**config.mk**
```make
export PLATFORM = sky130hd
export DESIGN_NAME = pipe_hazard_ctrl
export DESIGN_NICKNAME = d
export VERILOG_FILES = /design/src/rtl/cpu_pkg.sv /design/src/rtl/pipe_hazard_ctrl_hazard_detect.sv /design/src/rtl/pipe_hazard_ctrl.sv
export SDC_FILE = /design/constraint.sdc
export NUM_CORES = 1
export LEC_CHECK = 0
export CAP_MARGIN = 20
export CORE_ASPECT_RATIO = 0.5
export CORE_UTILIZATION = 47
export CTS_BUF_LIST = sky130_fd_sc_hd__clkbuf_2 sky130_fd_sc_hd__clkbuf_4 sky130_fd_sc_hd__clkbuf_8
export CTS_CLUSTER_SIZE = 20
export DETAILED_ROUTE_END_ITERATION = 10
export GPL_ROUTABILITY_DRIVEN = 0
export HOLD_SLACK_MARGIN = 0.03
export PLACE_DENSITY_LB_ADDON = 0.1
export SLEW_MARGIN = 20
export SYNTH_ARGS = -nofsm -noshare
export SYNTH_HDL_FRONTEND = slang
export SYNTH_SLANG_ARGS = --single-unit
```
**constraint.sdc**
```tcl
create_clock -name clk -period 3.02 [get_ports clk]
set_input_delay 0.604 -clock clk [delete_from_list [all_inputs] [get_ports clk]]
set_output_delay 0.604 -clock clk [all_outputs]
set_load 0.02 [all_outputs]
```
**src/rtl/cpu_pkg.sv**
```systemverilog
// Shared types and constants for the 8-bit 5-stage RISC core.
// Pipeline sequencer states, opcode encodings and default register address width.
package cpu_pkg;

   typedef enum logic [1:0] {
      RUN      = 2'd0,
      MEM_WAIT = 2'd1,
      ERR      = 2'd2
   } state_t;

   localparam logic [2:0] OP_RTYPE = 3'b000;
   localparam logic [2:0] OP_LW    = 3'b001;
   localparam logic [2:0] OP_SW    = 3'b010;
   localparam logic [2:0] OP_BEQ   = 3'b011;
   localparam logic [2:0] OP_J     = 3'b100;

   localparam int REG_AW_DEFAULT = 2;

endpackage

```
**src/rtl/pipe_hazard_ctrl_hazard_detect.sv**
```systemverilog
// Combinational load-use comparator: flags an ID instruction that reads the
// destination of a load currently sitting in EX.
module hazard_detect
   import cpu_pkg::*;
#(
   parameter int REG_AW = REG_AW_DEFAULT
) (
   input  logic                   id_valid,
   input  logic [1:0][REG_AW-1:0] src_reg,
   input  logic [1:0]             src_used,
   input  logic                   ex_valid,
   input  logic                   ex_mem_read,
   input  logic [REG_AW-1:0]      ex_rd,
   output logic                   load_use
);

   logic [1:0] src_hit;

   generate
      for (genvar gi = 0; gi < 2; gi++) begin : g_src
         assign src_hit[gi] = src_used[gi] && (src_reg[gi] == ex_rd);
      end
   endgenerate

   assign load_use = ex_valid && ex_mem_read && id_valid && (|src_hit);

endmodule

```
**src/rtl/pipe_hazard_ctrl.sv**
```systemverilog
// Pipeline sequencer: per-stage enable/flush/bubble generation with load-use
// stall, branch/jump flush, dmem wait-state handshake with timeout, stall counter.
module pipe_hazard_ctrl
   import cpu_pkg::*;
#(
   parameter int REG_AW      = REG_AW_DEFAULT,
   parameter int TO_W        = 4,
   parameter int MEM_TIMEOUT = 12,
   parameter int CNT_W       = 16
) (
   input  logic              clk,
   input  logic              reset,
   input  logic              id_valid,
   input  logic [REG_AW-1:0] id_rs,
   input  logic [REG_AW-1:0] id_rt,
   input  logic              id_uses_rs,
   input  logic              id_uses_rt,
   input  logic              id_jump,
   input  logic              ex_valid,
   input  logic              ex_mem_read,
   input  logic [REG_AW-1:0] ex_rd,
   input  logic              ex_branch_taken,
   input  logic              mem_valid,
   input  logic              mem_access,
   input  logic              dmem_ready,
   output logic              pc_en,
   output logic              ifid_en,
   output logic              ifid_flush,
   output logic              idex_bubble,
   output logic              idex_en,
   output logic              exmem_en,
   output logic              memwb_bubble,
   output logic              dmem_req,
   output logic              mem_err,
   output logic [CNT_W-1:0]  stall_cnt,
   output logic [1:0]        state_o
);

   state_t           state_q, state_d;
   logic [TO_W-1:0]  to_q, to_d;
   logic             err_q, err_d;
   logic [CNT_W-1:0] cnt_q;

   logic load_use;
   logic mem_stall;
   logic eval_hazards;

   hazard_detect #(.REG_AW(REG_AW)) u_hazard_detect (
      .id_valid    (id_valid),
      .src_reg     ({id_rt, id_rs}),
      .src_used    ({id_uses_rt, id_uses_rs}),
      .ex_valid    (ex_valid),
      .ex_mem_read (ex_mem_read),
      .ex_rd       (ex_rd),
      .load_use    (load_use)
   );

   assign mem_stall = mem_valid && mem_access && !dmem_ready;

   always_comb begin
      state_d      = state_q;
      to_d         = to_q;
      err_d        = err_q;
      eval_hazards = 1'b0;
      pc_en        = 1'b1;
      ifid_en      = 1'b1;
      idex_en      = 1'b1;
      exmem_en     = 1'b1;
      ifid_flush   = 1'b0;
      idex_bubble  = 1'b0;
      memwb_bubble = 1'b0;
      dmem_req     = mem_valid && mem_access;

      case (state_q)
         RUN: begin
            if (mem_stall) begin
               // Upstream is frozen, so any branch/load-use waits for release.
               pc_en        = 1'b0;
               ifid_en      = 1'b0;
               idex_en      = 1'b0;
               exmem_en     = 1'b0;
               memwb_bubble = 1'b1;
               dmem_req     = 1'b1;
               state_d      = MEM_WAIT;
               to_d         = TO_W'(1);
            end else begin
               eval_hazards = 1'b1;
            end
         end
         MEM_WAIT: begin
            dmem_req = 1'b1;
            if (dmem_ready) begin
               state_d = RUN;
               to_d    = '0;
            end else begin
               pc_en        = 1'b0;
               ifid_en      = 1'b0;
               idex_en      = 1'b0;
               exmem_en     = 1'b0;
               memwb_bubble = 1'b1;
               if (to_q == TO_W'(MEM_TIMEOUT)) begin
                  state_d = ERR;
                  err_d   = 1'b1;
               end else begin
                  to_d = to_q + TO_W'(1);
               end
            end
         end
         default: begin
            pc_en        = 1'b0;
            ifid_en      = 1'b0;
            idex_en      = 1'b0;
            exmem_en     = 1'b0;
            memwb_bubble = 1'b1;
            dmem_req     = 1'b0;
         end
      endcase

      if (eval_hazards) begin
         if (ex_branch_taken && ex_valid) begin
            ifid_flush  = 1'b1;
            idex_bubble = 1'b1;
         end else if (load_use) begin
            pc_en       = 1'b0;
            ifid_en     = 1'b0;
            idex_bubble = 1'b1;
         end else if (id_jump && id_valid) begin
            ifid_flush = 1'b1;
         end
      end

      if (reset) begin
         pc_en        = 1'b0;
         ifid_en      = 1'b0;
         idex_en      = 1'b0;
         exmem_en     = 1'b0;
         ifid_flush   = 1'b1;
         idex_bubble  = 1'b1;
         memwb_bubble = 1'b1;
         dmem_req     = 1'b0;
      end
   end

   always_ff @(posedge clk) begin
      if (reset) begin
         state_q <= RUN;
         to_q    <= '0;
         err_q   <= 1'b0;
         cnt_q   <= '0;
      end else begin
         state_q <= state_d;
         to_q    <= to_d;
         err_q   <= err_d;
         if (!pc_en && (cnt_q != {CNT_W{1'b1}}))
            cnt_q <= cnt_q + CNT_W'(1);
      end
   end

   assign mem_err   = err_q;
   assign stall_cnt = cnt_q;
   assign state_o   = state_q;

endmodule
```
==> Word level (Yosys, flattened, before mapping) <==
Cells that the tools add are included.
{ "word_totals": {"regBits": 23, "latch_bits": 0, "mem_bits_rw": 0, "rom_bits": 0, "out_inout_bits": 27, "mem_count": 0} }
{ "classes": {"addsub": 2, "mul": 0, "div": 0, "order_cmp": 0, "eq_ne": 8, "shift": 0, "mux": 33, "n_bitwise": 1, "reduce_logical": 18} }
{ "ops": {"columns": ["operator", "n"], "rows": [
  ["$mux W1", 22],
  ["$add A16 B1 Y16 const B", 1],
  ["$ne A16 B16 Y1 const B", 1],
  ["$mux W4", 3],
  ["$logic_and A1 B1 Y1", 10],
  ["$reduce_and A3 Y1", 3],
  ["$pmux W4 S2", 1],
  ["$mux W2", 3],
  ["$ne A3 B3 Y1 const B", 2],
  ["$pmux W1 S2", 3],
  ["$add A4 B1 Y4 const B", 1],
  ["$eq A2 B2 Y1", 2],
  ["$eq A4 B4 Y1 const B", 1],
  ["$pmux W2 S2", 1],
  ["$eq A2 B1 Y1 const B", 1],
  ["$logic_not A1 Y1", 2],
  ["$logic_not A2 Y1", 1],
  ["$ne A2 B2 Y1 const B", 1],
  ["$reduce_bool A2 Y1", 1],
  ["$reduce_or A2 Y1", 1],
  ["$not A1 Y1", 1]
]} }

==> Depth between registers and ports, before layout <==
Gate-level depths: netlist of run 1.
{ "logic_depth": {"ltp_word": 10, "mapped_depth": 8, "mapped_depth_nobuf": 8} }

==> Hierarchy <==
A second synthesis of run 1 with hierarchy kept.
{ "hier_totals": {"hier_cells": 164, "area_unflattened_um2": 1340.0} }
{ "modules_own_cells": {"columns": ["module", "n_inst", "cells_each", "area_each_um2", "seq_area_each_um2"], "rows": [
  ["pipe_hazard_ctrl", 1, 156, 1285.0, 460.4],
  ["hazard_detect", 1, 8, 55.1, 0.0]
]} }

==> Worst setup path after synthesis of run 1 <==
OpenSTA, ideal clock, no wires.
{ "synth_path": {"path_kind": "input to output", "from": "input port ex_rd[1]", "to": "output port pc_en", "arrival_ns": 1.965, "required_ns": 2.416, "path_slack_ns": 0.451, "stages": 6, "cell_sequence": "xor2_1 > or3_1 > a211o_1 > buf_6 > and2_2 > buf_4"} }
{ "synth_via": {"elab_chain_cells": 8, "word_cells_on_any_way": 10, "cone_classes": "eq/ne (2); mux (4); reduce/logical (4)"} }
{ "synth_rtl": {"columns": ["element", "line_no", "text"], "rows": [
  ["from (decl)", "pipe_hazard_ctrl.sv:21", "input logic [REG_AW-1:0] ex_rd,"],
  ["$eq A2 B2 Y1", "pipe_hazard_ctrl_hazard_detect.sv:21", "assign src_hit[gi] = src_used[gi] && (src_reg[gi] == ex_rd);"],
  ["$logic_and A1 B1 Y1", "pipe_hazard_ctrl_hazard_detect.sv:21", null],
  ["$reduce_or A2 Y1 (*)", "pipe_hazard_ctrl_hazard_detect.sv:25", "assign load_use = ex_valid && ex_mem_read && id_valid && (|src_hit);"],
  ["$logic_and A1 B1 Y1 (*)", "pipe_hazard_ctrl_hazard_detect.sv:25", null],
  ["$mux W1 (*) (4 in a row)", null, null],
  ["to (decl)", "pipe_hazard_ctrl.sv:26", "output logic pc_en,"]
]} }
Every way passes the cells marked *; elsewhere a longest branch is shown, timed or not.

==> Final worst setup path of run 1 <==
{ "layout_path": {"from": "input port ex_rd[1]", "to": "output port ifid_en"} }
{ "layout_via": {"elab_chain_cells": 8, "word_cells_on_any_way": 10, "cone_classes": "eq/ne (2); mux (4); reduce/logical (4)"} }
{ "layout_rtl": {"columns": ["element", "line_no", "text"], "rows": [
  ["$eq A2 B2 Y1", "pipe_hazard_ctrl_hazard_detect.sv:21", null],
  ["$logic_and A1 B1 Y1", "pipe_hazard_ctrl_hazard_detect.sv:21", null],
  ["$reduce_or A2 Y1 (*)", "pipe_hazard_ctrl_hazard_detect.sv:25", null],
  ["$logic_and A1 B1 Y1 (*)", "pipe_hazard_ctrl_hazard_detect.sv:25", null],
  ["$mux W1 (*)", "pipe_hazard_ctrl.sv:123", "end else if (load_use) begin"],
  ["$mux W1 (*)", "pipe_hazard_ctrl.sv:120", "if (ex_branch_taken && ex_valid) begin"],
  ["$mux W1 (*)", "pipe_hazard_ctrl.sv:119", "if (eval_hazards) begin"],
  ["$mux W1 (*)", "pipe_hazard_ctrl.sv:132", "if (reset) begin"],
  ["to (decl)", "pipe_hazard_ctrl.sv:27", "output logic ifid_en,"]
]} }
Marked as above.

==> results of run 1 <==
## Yosys cell counts
cell | count | area, um^2
nand3b_1 | 1 | 7.51
o21ai_0 | 2 | 10.0
a21o_1 | 1 | 7.51
a41oi_1 | 1 | 8.76
and4_1 | 2 | 17.5
nor2_1 | 27 | 101
a211oi_4 | 1 | 20.0
nand2_1 | 9 | 33.8
buf_4 | 2 | 15.0
and2_2 | 1 | 7.51
nor4_2 | 1 | 12.5
mux2_2 | 1 | 11.3
inv_1 | 7 | 26.3
xnor2_1 | 8 | 70.1
nand2b_1 | 3 | 18.8
buf_6 | 1 | 11.3
buf_1 | 1 | 3.75
a21oi_1 | 10 | 50.1
nand4_1 | 6 | 37.5
buf_2 | 1 | 5.00
or3_1 | 3 | 18.8
a211oi_1 | 9 | 67.6
dfxtp_1 | 23 | 460
mux2_1 | 1 | 11.3
nor4b_1 | 1 | 8.76
and3b_1 | 1 | 8.76
nor3b_1 | 1 | 7.51
clkbuf_1 | 5 | 18.8
a31oi_1 | 1 | 6.26
mux2i_1 | 2 | 20.0
a211o_1 | 1 | 8.76
ha_1 | 3 | 37.5
nor2b_1 | 2 | 12.5
a32oi_1 | 1 | 8.76
and3_1 | 1 | 6.26
nor3_1 | 3 | 15.0
nand3_1 | 8 | 40.0
a31o_2 | 4 | 35.0
o21bai_1 | 2 | 15.0
xor2_1 | 6 | 52.6
a21bo_2 | 1 | 10.0
## how the worst max path moves through the flow
stage | startpoint | to | slack (ns) | cells after the start
after floorplan | ex_rd[1] | pc_en | 0.45 | 6
after global placement | ex_rd[1] | ifid_en | -0.27 | 6
after detailed placement | ex_rd[1] | ifid_en | -0.33 | 6
after CTS | ex_rd[1] | ifid_en | 0.06 | 6
after global routing | mem_valid | exmem_en | 0.007 | 6
final | ex_rd[1] | ifid_en | 0.08 | 6
## cells in the final DEF, fill, tap and decap left out, drive strengths merged, types with 4 or more instances in the layout
master         synthesis  layout
a211oi                10      10
a31o                   4       4
nand4                  6       6
nand2                  9       9
nor2                  27      27
xnor2                  8       8
a21oi                 10      10
clkbuf                 5       4
nand3                  8       8
buf                    5      13
clkdlybuf4s50          0      40
xor2                   6       6
inv                    7       7
dfxtp                 23      23
## per-stage QoR
stage | area (um^2) | TNS [ns]
2_1_floorplan | 1350 | 0
3_3_place_gp | 1870 | -0.690
3_5_place_dp | 1870 | -0.909
4_1_cts | 1910 | 0
5_1_grt | 1910 | 0
6_report | 1910 | 0
## cells by family (layout without fill, tap and decap cells)
group,after synthesis,after routing
flops,23,23
simple gates,70,70
compound gates,34,34
buf+inv,17,66
xor+xnor,14,14
mux,4,4
fa+ha+maj,3,3
## tightest hold or removal path, cell delays in order (launching register included)
cell	delay, ns
dfxtp_1	0.34
a41oi_1	0.04
nor2_1	0.08
## flip-flops by register name (all words and copies together), names as in the netlist
| register | count |
|---|---|
| to_q | 4 |
| stall_cnt | 16 |
| state_o | 2 |
| mem_err | 1 |
## layer usage
layer	vias to the layer above	GRT usage [%]
li1	681	-
met1	614	26.0
met2	31	38.1
met3	0	5.12
met4	0	2.83
met5	-	0
## final cells by class
type / instances / area share, %
repair buffers: 55 / 27.4
clock buffers: 4 / 2.56
well taps: 37 / 2.42
inverters: 7 / 1.38
flip-flops and latches: 23 / 24.1
multi-input cells: 125 / 42.1
## report_power, final
part	internal [mW]	switching [mW]	leakage, nW	total [mW]
registers	0.309	0.00971	0.186	0.318
clock network	0.103	0.0985	0.0262	0.202
logic	0.0638	0.0574	0.478	0.121
==> reports/metrics.yaml, run 1 <==
power_and_ir_drop:
  powerDensity_mw_per_mm2: 336
  power_mw: 0.641
  p_leak_nw: 0.690
  max-vdd-ir-drop_mv: 0.263
final_layout:
  final_core_util_pct: 72.0
  register_area_um2: 460
  nFillCells: 231
  final_net_count: 236
  num_antenna_cells: 0
  drive_gt1_share_pct: 12.1
  fin_cells: 251
  multiInputGateArea_um2: 805
  syn2layout_area_growth_pct: 42.0
job:
  drv_cap: 0
detailed_routing:
  topRoutingLayerUsed: "met3"
  drt.antenna.violating_nets: 0
  wl_per_cell_um: 12.1
  route.met2.wl_um: 1460
  vias: 1326
  wl_met3_um: 127
  wl_met1_um: 1450
  dr.pass1.iters: 4
  wl_um: 3030
  first_iter_violations: 57
  vias_per_cell: 5.28
  drc: 0
synthesis:
  synth_top_family_by_area: "simple AND/OR/NAND/NOR gates"
  synth_compound_area_share_pct: 18.4
  synth.area.mux_share_pct: 3.16
  ys_ff_latch: 23
  seq_area_frac_synth_pct: 34.2
  yosysWarnings: 0
  syn_area_mm2: 0.00135
  syn_nets: 186
  synthAdderAreaFrac_pct: 2.79
  syn-instance-count: 165
  synth_xor_area_share_pct: 9.12
  avgSynthCellArea_um2: 8.15
  ys_types: 41
  yosys.area_share.simple_pct: 26.3
timing:
  worst_slack_ns: 0.0772
  rsz0062_at_grt: "no"
  fmax_mhz: 340
  layout_min_cycle_time_ns: 2.94
  finalMaxSlewViolations: 0
  worst_slew_pin_slew_ns: 0.399
  timing.final.hold_violations: 0
  post-route-period-util_pct: 97.4
  hold_ws_ns: 0.492
  slew_headroom_pct: 73.4
  report.final.setup_viol: 0
  finClkSkew_ns: 0.00357
die:
  pin_count: 45
  start_util_pct: 50.7
  core_area_mm2: 0.00265
  die_h_um: 39.8
  num_rows: 13
  die_w_um: 77.7
  dieArea_mm2: 0.00309
setup_path:
  cp_data_arrival_time_ns: 2.34
  critPathLaunchType: "input port"
  crit_buf_inv: 2
  slowest_delay_ns: 0.45
  rr_endpoint: "stall_cnt[7]"
  cp.required_ns: 2.42
  crit_slowest_cell: "clkdlybuf4s50_1"
  r2r_cells: 7
  crit_fanout: 3
  crit_type: "input port to primary output"
  r2r_setup_slack_ns: 0.96
  cp-end-kind: "primary output"
  cpLargestDelayFamily: "simple AND/OR/NAND/NOR gates"
  worstPathCellList: "clkdlybuf4s50_1 > xor2_1 > or3_1 > a211o_1 > and2_2 > buf_2"
  reg2reg_from: "state_o[1]"
cts:
  root_buffer: "clkbuf_8"
  cts_inserted_buffers: 3
  cts.sinks: 23
  cts_tree: "done"
  htree_levels: 1
  hold_buffers: 0
  clk_path_buf_depth: 2
  worstSkewPairLatency_ns: 0.27
  clk_pin_slew_worst_paths_ns: 0.08
  cts_resized: 10
  post_cts_buffers: 0
global_route:
  grt_overflow: 0
  grt_pass1_wl_um: 4860
  grt_util_all_layers_pct: 20.8
  antenna_found_initial: 0
  grt_max_degree: 31
  grt_pass1_vias: 1089
place:
  dp_cells: 247
  dp.final_hpwl_um: 2350
  dp_slack_ns: -0.325
  port_buffers: 44
hold_path:
  hp-class: "register to register"
  hold_path_end: "mem_err"
  min_from: "mem_err"
  hold_path_depth: 2
outcome:
  status: "completed"
No activity file was read; power rests on OpenSTA's default activity.
==> run 2, diff against run 1 <==
- CAP_MARGIN: 20 -> not set
- CTS_CLUSTER_DIAMETER: not set -> 40
==> results of run 2 <==
The final DEF is identical to that of run 1; final timing and power are the same.
